--- src/rtl/poly1305_block_formatter.sv ---
// Poly1305 MAC input formatter: builds RFC 8439 padded AAD/CT blocks plus the
// length block, each as a 130-bit operand {2'b01, block}, behind a one-entry
// registered valid/ready output.
// Optional feature macro: POLY_FMT_ERR_CHECK_EN (protocol checks and sticky err).
module poly1305_block_formatter (
  input  logic         clk,
  input  logic         reset_n,
  input  logic         start,
  input  logic         s_valid,
  output logic         s_ready,
  input  logic [127:0] s_data,
  input  logic [4:0]   s_nbytes,
  input  logic         s_last,
  input  logic         s_type,
  output logic         m_valid,
  input  logic         m_ready,
  output logic [129:0] m_block,
  output logic         m_last,
  output logic         busy,
  output logic         err
);

  localparam int unsigned DATA_W  = 128;
  localparam int unsigned BLK_W   = 130;
  localparam int unsigned NB_W    = 5;
  localparam int unsigned LEN_W   = 64;
  localparam int unsigned N_BYTES = 16;

  localparam logic [1:0] ST_IDLE = 2'd0;
  localparam logic [1:0] ST_AAD  = 2'd1;
  localparam logic [1:0] ST_CT   = 2'd2;
  localparam logic [1:0] ST_LEN  = 2'd3;

  logic [1:0]        r_state;
  logic [1:0]        w_state_nxt;
  logic              r_m_valid;
  logic              r_m_last;
  logic [BLK_W-1:0]  r_m_block;
  logic [LEN_W-1:0]  r_aad_len;
  logic [LEN_W-1:0]  r_ct_len;
  logic              r_err;

  logic              w_can_load;
  logic              w_in_seg;
  logic              w_acc;
  logic              w_bad;
  logic              w_good;
  logic              w_emit;
  logic              w_seg_done;
  logic              w_len_load;
  logic              w_len_done;
  logic [NB_W-1:0]   w_nbytes;
  logic [DATA_W-1:0] w_masked;

  // Handshake qualifiers
  assign w_can_load = !r_m_valid || m_ready;
  assign w_in_seg   = (r_state == ST_AAD) || (r_state == ST_CT);
  assign s_ready    = w_in_seg && !start && w_can_load;
  assign w_acc      = s_valid && s_ready;
  assign w_good     = w_acc && !w_bad;
  assign w_emit     = w_good && (w_nbytes != NB_W'(0));
  assign w_seg_done = w_good && s_last;
  // Length block loads once; an already-loaded length block is marked by m_last
  assign w_len_load = (r_state == ST_LEN) && !start && w_can_load && !(r_m_valid && r_m_last);
  assign w_len_done = (r_state == ST_LEN) && r_m_valid && r_m_last && m_ready;

  // Oversized byte counts behave as a full beat
  assign w_nbytes = (s_nbytes > NB_W'(N_BYTES)) ? NB_W'(N_BYTES) : s_nbytes;

  // Zero every byte at or above the valid byte count
  always_comb begin
    w_masked = '0;
    for (int k = 0; k < 16; k++) begin
      if (NB_W'(k) < w_nbytes) begin
        w_masked[8*k +: 8] = s_data[8*k +: 8];
      end
    end
  end

`ifdef POLY_FMT_ERR_CHECK_EN
  // Protocol violation detection on the presented beat
  always_comb begin
    w_bad = 1'b0;
    if (s_nbytes > NB_W'(N_BYTES))               w_bad = 1'b1;
    if ((s_nbytes < NB_W'(N_BYTES)) && !s_last)  w_bad = 1'b1;
    if ((r_state == ST_AAD) && s_type)           w_bad = 1'b1;
    if ((r_state == ST_CT) && !s_type)           w_bad = 1'b1;
  end

  // Sticky error flag, cleared only by start or reset
  always_ff @(posedge clk or negedge reset_n) begin
    if (!reset_n) begin
      r_err <= 1'b0;
    end else if (start) begin
      r_err <= 1'b0;
    end else if (w_acc && w_bad) begin
      r_err <= 1'b1;
    end
  end
`else
  logic w_unused_type;
  assign w_unused_type = s_type;
  assign w_bad         = 1'b0;
  assign r_err         = 1'b0;
`endif

  // State register
  always_ff @(posedge clk or negedge reset_n) begin
    if (!reset_n) begin
      r_state <= ST_IDLE;
    end else begin
      r_state <= w_state_nxt;
    end
  end

  // Next-state logic; start overrides everything
  always_comb begin
    w_state_nxt = r_state;
    if (start) begin
      w_state_nxt = ST_AAD;
    end else begin
      case (r_state)
        ST_AAD:  if (w_seg_done) w_state_nxt = ST_CT;
        ST_CT:   if (w_seg_done) w_state_nxt = ST_LEN;
        ST_LEN:  if (w_len_done) w_state_nxt = ST_IDLE;
        default: w_state_nxt = r_state;
      endcase
    end
  end

  // One-entry output register toward the multiplier
  always_ff @(posedge clk or negedge reset_n) begin
    if (!reset_n) begin
      r_m_valid <= 1'b0;
      r_m_last  <= 1'b0;
      r_m_block <= '0;
    end else if (start) begin
      r_m_valid <= 1'b0;
      r_m_last  <= 1'b0;
    end else if (w_emit) begin
      r_m_valid <= 1'b1;
      r_m_last  <= 1'b0;
      r_m_block <= {2'b01, w_masked};
    end else if (w_len_load) begin
      r_m_valid <= 1'b1;
      r_m_last  <= 1'b1;
      r_m_block <= {2'b01, r_ct_len, r_aad_len};
    end else if (r_m_valid && m_ready) begin
      r_m_valid <= 1'b0;
      r_m_last  <= 1'b0;
    end
  end

  // Segment byte counters, modulo 2^64
  always_ff @(posedge clk or negedge reset_n) begin
    if (!reset_n) begin
      r_aad_len <= '0;
      r_ct_len  <= '0;
    end else if (start) begin
      r_aad_len <= '0;
      r_ct_len  <= '0;
    end else if (w_good && (r_state == ST_AAD)) begin
      r_aad_len <= r_aad_len + LEN_W'(w_nbytes);
    end else if (w_good && (r_state == ST_CT)) begin
      r_ct_len  <= r_ct_len + LEN_W'(w_nbytes);
    end
  end

  assign m_valid = r_m_valid;
  assign m_last  = r_m_last;
  assign m_block = r_m_block;
  assign busy    = (r_state != ST_IDLE);
  assign err     = r_err;

endmodule

--- config.mk ---
export PLATFORM = sky130hd
export DESIGN_NAME = poly1305_block_formatter
export DESIGN_NICKNAME = d
export VERILOG_FILES = /design/src/rtl/poly1305_block_formatter.sv
export SDC_FILE = /design/constraint.sdc
export NUM_CORES = 1
export LEC_CHECK = 0
export ABC_AREA = 1
export BUFFER_PORTS_ARGS = -buffer_cell sky130_fd_sc_hd__buf_2
export CORE_MARGIN = 4
export CORE_UTILIZATION = 40
export CTS_CLUSTER_DIAMETER = 50
export DETAILED_ROUTE_END_ITERATION = 8
export PLACE_DENSITY = 0.64
export SLEW_MARGIN = 25
export SYNTH_ARGS = -nofsm -noshare
export SYNTH_HDL_FRONTEND = slang
export SYNTH_SLANG_ARGS = --single-unit
export TNS_END_PERCENT = 20
--- constraint.sdc ---
create_clock -name clk -period 2 [get_ports clk]
set_input_delay 0.4 -clock clk [delete_from_list [all_inputs] [get_ports clk]]
set_output_delay 0.4 -clock clk [all_outputs]
set_load 0.05 [all_outputs]
==> metrics.md, run 1 <==
| Metric | Value |
|---|---|
| Total count of hold-check failures in the final report | `0` |
| Number of flops mapped to enable cells by yosys | `0` |
| Summed area of non-filler cells in the final layout | `approximately 0.024 mm²` |
| Areal power density over the cells | `1120 mW/mm²` |
| Insertion delay to the later sink of the worst-skew pair | `~550 ps` |
| Post-detailed-route via-to-cell ratio | `5.44` |
| Largest fanout of any net on the critical path | `3` |
| TritonCTS clock tree | `built` |
| First-pass iteration count of the detailed router | `6` |
| GRT Resource Usage Total | `31.9%` |
| Root Buffer Master | `clkbuf_16` |
| Run status | `finished, violations left` |
| Biggest area contributors in the synthesized netlist | `dfrtp_1 (42%), nand2_1 (10%), inv_1 (7.4%)` |
| Terminating pin of the worst hold path | `m_block[90]` |
| Worst-case clock buffer depth | `3` |
| Total global routing overflow | `0` |
| Peak clock frequency supported by timing | `0.457 GHz` |
| Yosys top cell area share | `41.7%` |
| Post-placement setup slack | `-623 ps` |
| Number of buffers inserted during clock tree synthesis | `38` |
| Largest vdd supply drop | `around 0.0013 V` |
| Violated checks | `setup timing` |
| Final net count | `3041` |
| Site Rows | `72` |
| Dominant cell by count in the synthesized netlist | `nand2_1` |
| Layout-stage area growth over the synthesis result | `53.2%` |
| Worst Path Class, Setup | `register to register` |
| Hold path depth | `3` |
| Average cell area after synthesis | `around 7 µm²` |
| Antenna violations before repair | `0` |
| Final estimated routing congestion in global placement | `approximately 1.0` |
| Max-capacitance violation count | `0` |
| Leading register cell type out of synthesis | `dfrtp_1` |
| Time the final worst path needs with I/O delays and setup | `2190 ps` |
| Vertical extent of the die | `206 µm` |
| First-pass GRT wire length | `104000 µm` |
| Type of origin of the critical path | `register` |
| Sequential-to-total area share from yosys stat | `41.7%` |
| Worst-Margin Slew | `between 600 and 700 ps` |
| Post-synthesis cell type with the largest combined area | `dfrtp_1` |
| HPWL after detailed placement | `between 50000 and 60000 µm` |
| Pin count of the biggest net entering global routing | `79` |
| Number of standard cells in the final layout excluding fillers | `3435` |
| Post-DR wirelength/cell | `20.6 µm` |
| Leakage power of the design | `11.2 nW` |
| Worst clock skew on the final layout | `14.8 ps` |
| Worst path required time | `between 2000 and 2500 ps` |
| Cell area after technology mapping | `~0.016 mm²` |
| Initial detailed-routing violation count | `1395` |
| Count of distinct cell types in the synthesized netlist | `55` |
| IO buf count | `271` |
| Fraction of layout cells with a size suffix above 1 | `36.1%` |
| Final worst-path cycle share | `109%` |
| Rel. slew slack | `58.3%` |
| Total Die Area | `0.0424 mm²` |
| RSZ-0062 raised after global routing | `true` |
| Register-to-Register Setup Slack | `-190 ps` |
| Antenna cells | `0` |
| Total number of vias | `18.7k` |
| Hold WC Path Type | `input port to register` |
| Placed standard-cell area | `0.0207 mm²` |
| DRT antenna net count | `0` |
| Number of synthesis warnings | `0` |
| Core Area | `just under 0.04 mm²` |
| Synth cell count leaders | `nand2_1 (434), inv_1 (310), nor2_1 (278)` |
| Fill cell count | `3462` |
| Number of synthesized register bits | `roughly 260` |
| Max-slew violation count | `0` |
| Design Power | `26.8 mW` |
| H-Tree Depth | `2` |
| Instance count of the mapped netlist | `2193` |
| Detailed-route DRC error count | `0` |
| R2R depth | `13` |
| Worst reg2reg path startpoint | `r_state[1]` |
| Top-level I/O count | `between 200 and 300` |
| Die span in x | `206 µm` |
| Startpoint of the worst hold path | `s_data[90]` |
| Share of flip-flops with an asynchronous set or reset after synthesis | `100%` |
| Worst path setup slack after routing | `-188 ps` |
| Total Wirelength | `70600 µm` |
| Number of global-route vias before repair | `18.4k` |
| Number of setup violations in the final report | `between 200 and 250` |
| FF-to-FF End | `r_aad_len[60]` |
| Effective utilization at floorplan | `40.5%` |
| Arrival @ worst endpoint | `2630 ps` |
| Clk sinks | `261` |
| Clock slew at the register clock pins of the worst setup and hold paths | `~60 ps` |
| Placed instance count | `3317` |
| Critical path capture point type | `register` |
==> registers in the layout (all words and copies together), names as in the netlist <==
| name | cells |
|---|---|
| m_block | 129 |
| m_last | 1 |
| m_valid | 1 |
| r_aad_len | 64 |
| r_ct_len | 64 |
| r_state | 2 |
==> cell usage in the layout, fill, tap and decap left out, types with 18 or more instances in the layout <==
cell type / instances
nor2_4: 40
nand2_2: 33
nand2_1: 407
buf_2: 268
o21ai_0: 74
nor2_2: 34
inv_1: 302
buf_4: 390
buf_12: 30
dfrtp_1: 257
nor2_1: 221
a21oi_1: 73
nor3_1: 51
nand3_1: 141
a31oi_1: 29
o211ai_1: 19
o21ai_1: 98
nand4_1: 103
a22oi_1: 18
buf_6: 24
clkbuf_16: 44
==> logic make-up (layout without fill, tap and decap cells) <==
logic type / after synthesis / count (layout) / synth area share (%)
buf+inv: 397 / 1120 / 9.83
xor+xnor: 2 / 2 / 0.112
other cells: 1 / 2 / 0.0239
fa+ha+maj: 12 / 12 / 0.959
flops: 261 / 261 / 41.7
compound gates: 389 / 389 / 14.6
simple gates: 1131 / 1131 / 32.8
==> where the power goes <==
part	switching, mW	leakage, nW	internal [mW]
clock	2.70	0.631	4.24
combinational	8.36	7.09	4.20
sequential	0.825	3.44	6.50
==> worst max-delay path, cell delays in order (launching register included) <==
cell and delay (ps):
dfrtp_1 360, inv_2 70, ha_4 270, nand2_4 50
nor2_4 120, nand2_4 110, nor2_4 200, buf_6 140
nand2_4 50, nor4_4 140, nor3b_4 310, nand3_1 100
nand2_1 90, nor2_1 60
==> layout make-up <==
| cell class | count | area [µm²] | area share [%] |
|---|---|---|---|
| Multi-Input combinational cell | 1536 | 8680 | 36.2 |
| Sequential cell | 261 | 6540 | 27.2 |
| Timing Repair Buffer | 732 | 5600 | 23.3 |
| Inverter | 320 | 1230 | 5.14 |
| Clock buffer | 48 | 1070 | 4.47 |
| Tap cell | 518 | 648 | 2.70 |
| Clock inverter | 20 | 221 | 0.923 |
==> worst max-delay path by stage <==
stage / from / end / slack [ps] / cells past startpoint
CTS: r_state[1] / r_aad_len[60] / -240 / 13
global placement: s_nbytes[0] / r_ct_len[22] / -540 / 16
finish: r_state[1] / r_aad_len[60] / -190 / 13
global route: r_state[1] / m_block[104] / -270 / 15
detailed placement: s_nbytes[0] / r_ct_len[22] / -620 / 16
floorplan: s_nbytes[4] / r_ct_len[54] / -180 / 11
==> stage by stage <==
step,TNS [ps],hold WS (ps),utilization (%)
global route,-41730,111,62.1
detailed placement,-70380,322,53.7
CTS,-18310,85.3,59.3
floorplan,-30960,104,-
finish,-15270,110,62.1
global placement,-60880,320,53.7
==> routing by layer <==
metal	track usage, %	vias up	share of wire [%]
met5	0	-	0
met4	16.1	0	5.8
met3	3.72	220	4.7
met2	58.2	667	52
met1	37.0	9087	38
li1	-	8720	-
==> timing repair <==
item / 4_1_cts / 5_1_grt
endpoints found under the setup margin: 241 / 262
endpoints found under the hold margin: 31 / 0
hold buffers: 1 / 0
setup buffers: 23 / 16
cloned: 9 / 6
pin swaps: 30 / 54
gates resized for setup: 124 / 272
No activity file was read; power rests on OpenSTA's default activity.
==> run 2, diff against run 1 <==
- BUFFER_PORTS_ARGS: -buffer_cell sky130_fd_sc_hd__buf_2 -> not set
- DONT_BUFFER_PORTS: not set -> 1
- PLACE_DENSITY: 0.64 -> 0.55
- SETUP_SLACK_MARGIN: not set -> 0.2
- clock period: 2 -> 2.4 ns (I/O delays scaled with it)
==> run 2 against run 1 <==
The run ends with hold timing left. Register-to-register slack improved by 370 ps. Critical path type unchanged. Die area did not move. Non-clock buffer count fell by 515. Largest cell class unchanged. Core utilization fell by 11 points. Combinational power fell by 67%. Worst hold slack got worse by 490 ps. Worst setup slack improved by 370 ps. Clock power fell by 12%. Maximum frequency fell by 1.3%.
==> metrics.md, run 2 (synthesized netlist as in run 1, its figures left out) <==
| Metric | Value |
|---|---|
| Vertical extent of the die | `206 µm` |
| TritonCTS clock tree | `built` |
| Most common library cell in the layout ignoring fill and taps | `nand2_1` |
| Fraction of layout cells with a size suffix above 1 | `17.0%` |
| Detailed-route DRC error count | `0` |
| Root Buffer Master | `clkbuf_16` |
| Layout-stage area growth over the synthesis result | `25.9%` |
| Core Area | `0.0386 mm²` |
| R2R depth | `11` |
| Worst-Margin Slew | `826 ps` |
| Worst path required time | `2830 ps` |
| Site Rows | `72` |
| Total Die Area | `between 0.04 and 0.05 mm²` |
| Max-capacitance violation count | `0` |
| Worst Path Class, Setup | `register to register` |
| Number of buffers inserted during clock tree synthesis | `39` |
| Clk sinks | `261` |
| Number of global-route vias before repair | `~16k` |
| Time the final worst path needs with I/O delays and setup | `2220 ps` |
| Final worst-path cycle share | `92.4%` |
| Max-slew violation count | `0` |
| First-pass GRT wire length | `93400 µm` |
| Total count of hold-check failures in the final report | `261` |
| Initial detailed-routing violation count | `1285` |
| M1 GR Usage | `32.7%` |
| Worst path setup slack after routing | `183 ps` |
| GRT met2 Usage | `52.4%` |
| Top-level I/O count | `275` |
| GRT Resource Usage Total | `between 20 and 30%` |
| Critical path capture point type | `register` |
| Insertion delay to the later sink of the worst-skew pair | `560 ps` |
| RSZ-0062 raised after global routing | `true` |
| HPWL after detailed placement | `~47000 µm` |
| Die span in x | `206 µm` |
| Post-placement setup slack | `-244 ps` |
| Total Wirelength | `about 63000 µm` |
| Arrival @ worst endpoint | `roughly 2700 ps` |
| Antenna violations before repair | `3` |
| Hold buffer count at CTS | `1` |
| Number of setup violations in the final report | `0` |
| Post-detailed-route via-to-cell ratio | `approximately 5.4` |
| Tightest hold margin | `-377 ps` |
| Total global routing overflow | `0` |
| DRT antenna net count | `0` |
| Layer carrying the most global-route usage | `met2` |
| Areal power density over the cells | `995 mW/mm²` |
| Type of origin of the critical path | `register` |
| Largest fanout of any net on the critical path | `4` |
| Leakage power of the design | `8.56 nW` |
| Most frequent cells in the layout | `nand2_1 (429), inv_1 (305), nor2_1 (269), dfrtp_1 (260), buf_4 (190)` |
| Rel. slew slack | `44.9%` |
| Clock slew at the register clock pins of the worst setup and hold paths | `60 ps` |
| H-Tree Depth | `2` |
| GR Util met3 | `roughly 4.4%` |
| Total number of vias | `around 16k` |
| Worst reg2reg path startpoint | `r_ct_len[20]` |
| Register-to-Register Setup Slack | `around 180 ps` |
| Post-DR wirelength/cell | `around 21 µm` |
| Largest register FFs | `129` |
| FF-to-FF End | `r_ct_len[52]` |
| First-pass iteration count of the detailed router | `5` |
| Effective utilization at floorplan | `40.5%` |
| Final estimated routing congestion in global placement | `0.994` |
| Largest vdd supply drop | `0.000720 V` |
| Design Power | `19.6 mW` |
| Worst clock skew on the final layout | `26.6 ps` |
| Violated checks | `hold timing` |
| Final net count | `~2.5k` |
| Pin count of the biggest net entering global routing | `262` |
| Worst-case clock buffer depth | `3` |
| Peak clock frequency supported by timing | `0.451 GHz` |
| IO buf count | `0` |
| Hold WC Path Type | `input port to async pin` |
| Run status | `finished, violations left` |
==> run 2: final cells by class <==
cell class | instances | area, µm²
fillers | 3913 | 18900
multi-input cells | 1536 | 7960
flip-flops and latches | 261 | 6530
repair buffers | 217 | 1970
inverters | 320 | 1220
clock buffers | 50 | 1120
well taps | 518 | 648
clock inverters | 20 | 259
diodes | 3 | 7.51
==> run 2: how the worst max path moves through the flow <==
stage / cells after the start / end / start / slack [ps]
floorplan: 18 / r_aad_len[44] / s_nbytes[1] / 150
global placement: 14 / r_aad_len[21] / s_nbytes[0] / -150
detailed placement: 13 / r_aad_len[50] / s_nbytes[0] / -240
CTS: 10 / r_aad_len[42] / r_aad_len[15] / 100
global route: 11 / m_block[98] / r_state[1] / 100
finish: 11 / r_ct_len[52] / r_ct_len[20] / 180
==> run 2: routing by layer <==
| metal | share of wire, % | vias up |
|---|---|---|
| li1 | - | 7709 |
| met1 | 38 | 7594 |
| met2 | 51 | 460 |
| met3 | 4.7 | 173 |
| met4 | 6.1 | 0 |
| met5 | 0 | - |
==> run 2: critical path: stages (launching register included) <==
cell and delay, ps:
dfrtp_1 460, inv_1 130, nor3_1 290, inv_1 100, buf_4 150, nor2_1 110
inv_1 80, nor2_1 270, and3_1 230, nand3_1 80, nand4_1 140, nand2_1 60
==> run 2: metrics by stage <==
| step | TNS, ps | instance area, µm² | utilization [%] | std cells |
|---|---|---|---|---|
| finish | 0 | 19700 | 51.0 | 2925 |
| global route | 0 | 19700 | 51.0 | 2925 |
| CTS | 0 | 19300 | 49.9 | 2907 |
| detailed placement | -6020 | 17600 | 45.5 | 2824 |
| global placement | -4050 | 17600 | 45.5 | 2824 |
| floorplan | 0 | 15700 | - | 2194 |
==> run 2: report_power, final <==
| part | switching (mW) | total [mW] | internal, mW |
|---|---|---|---|
| Combinational | 2.40 | 4.11 | 1.71 |
| Sequential | 4.09 | 9.44 | 5.35 |
| Clock | 2.21 | 6.07 | 3.85 |
==> run 2: what timing repair did <==
action / in CTS / in global routing
pin swaps: 10 / 17
setup endpoints to repair: 181 / 194
buffers inserted: 9 / 14
endpoints found under the hold margin: 262 / 261
resized for setup: 23 / 73
cloned: 3 / 1
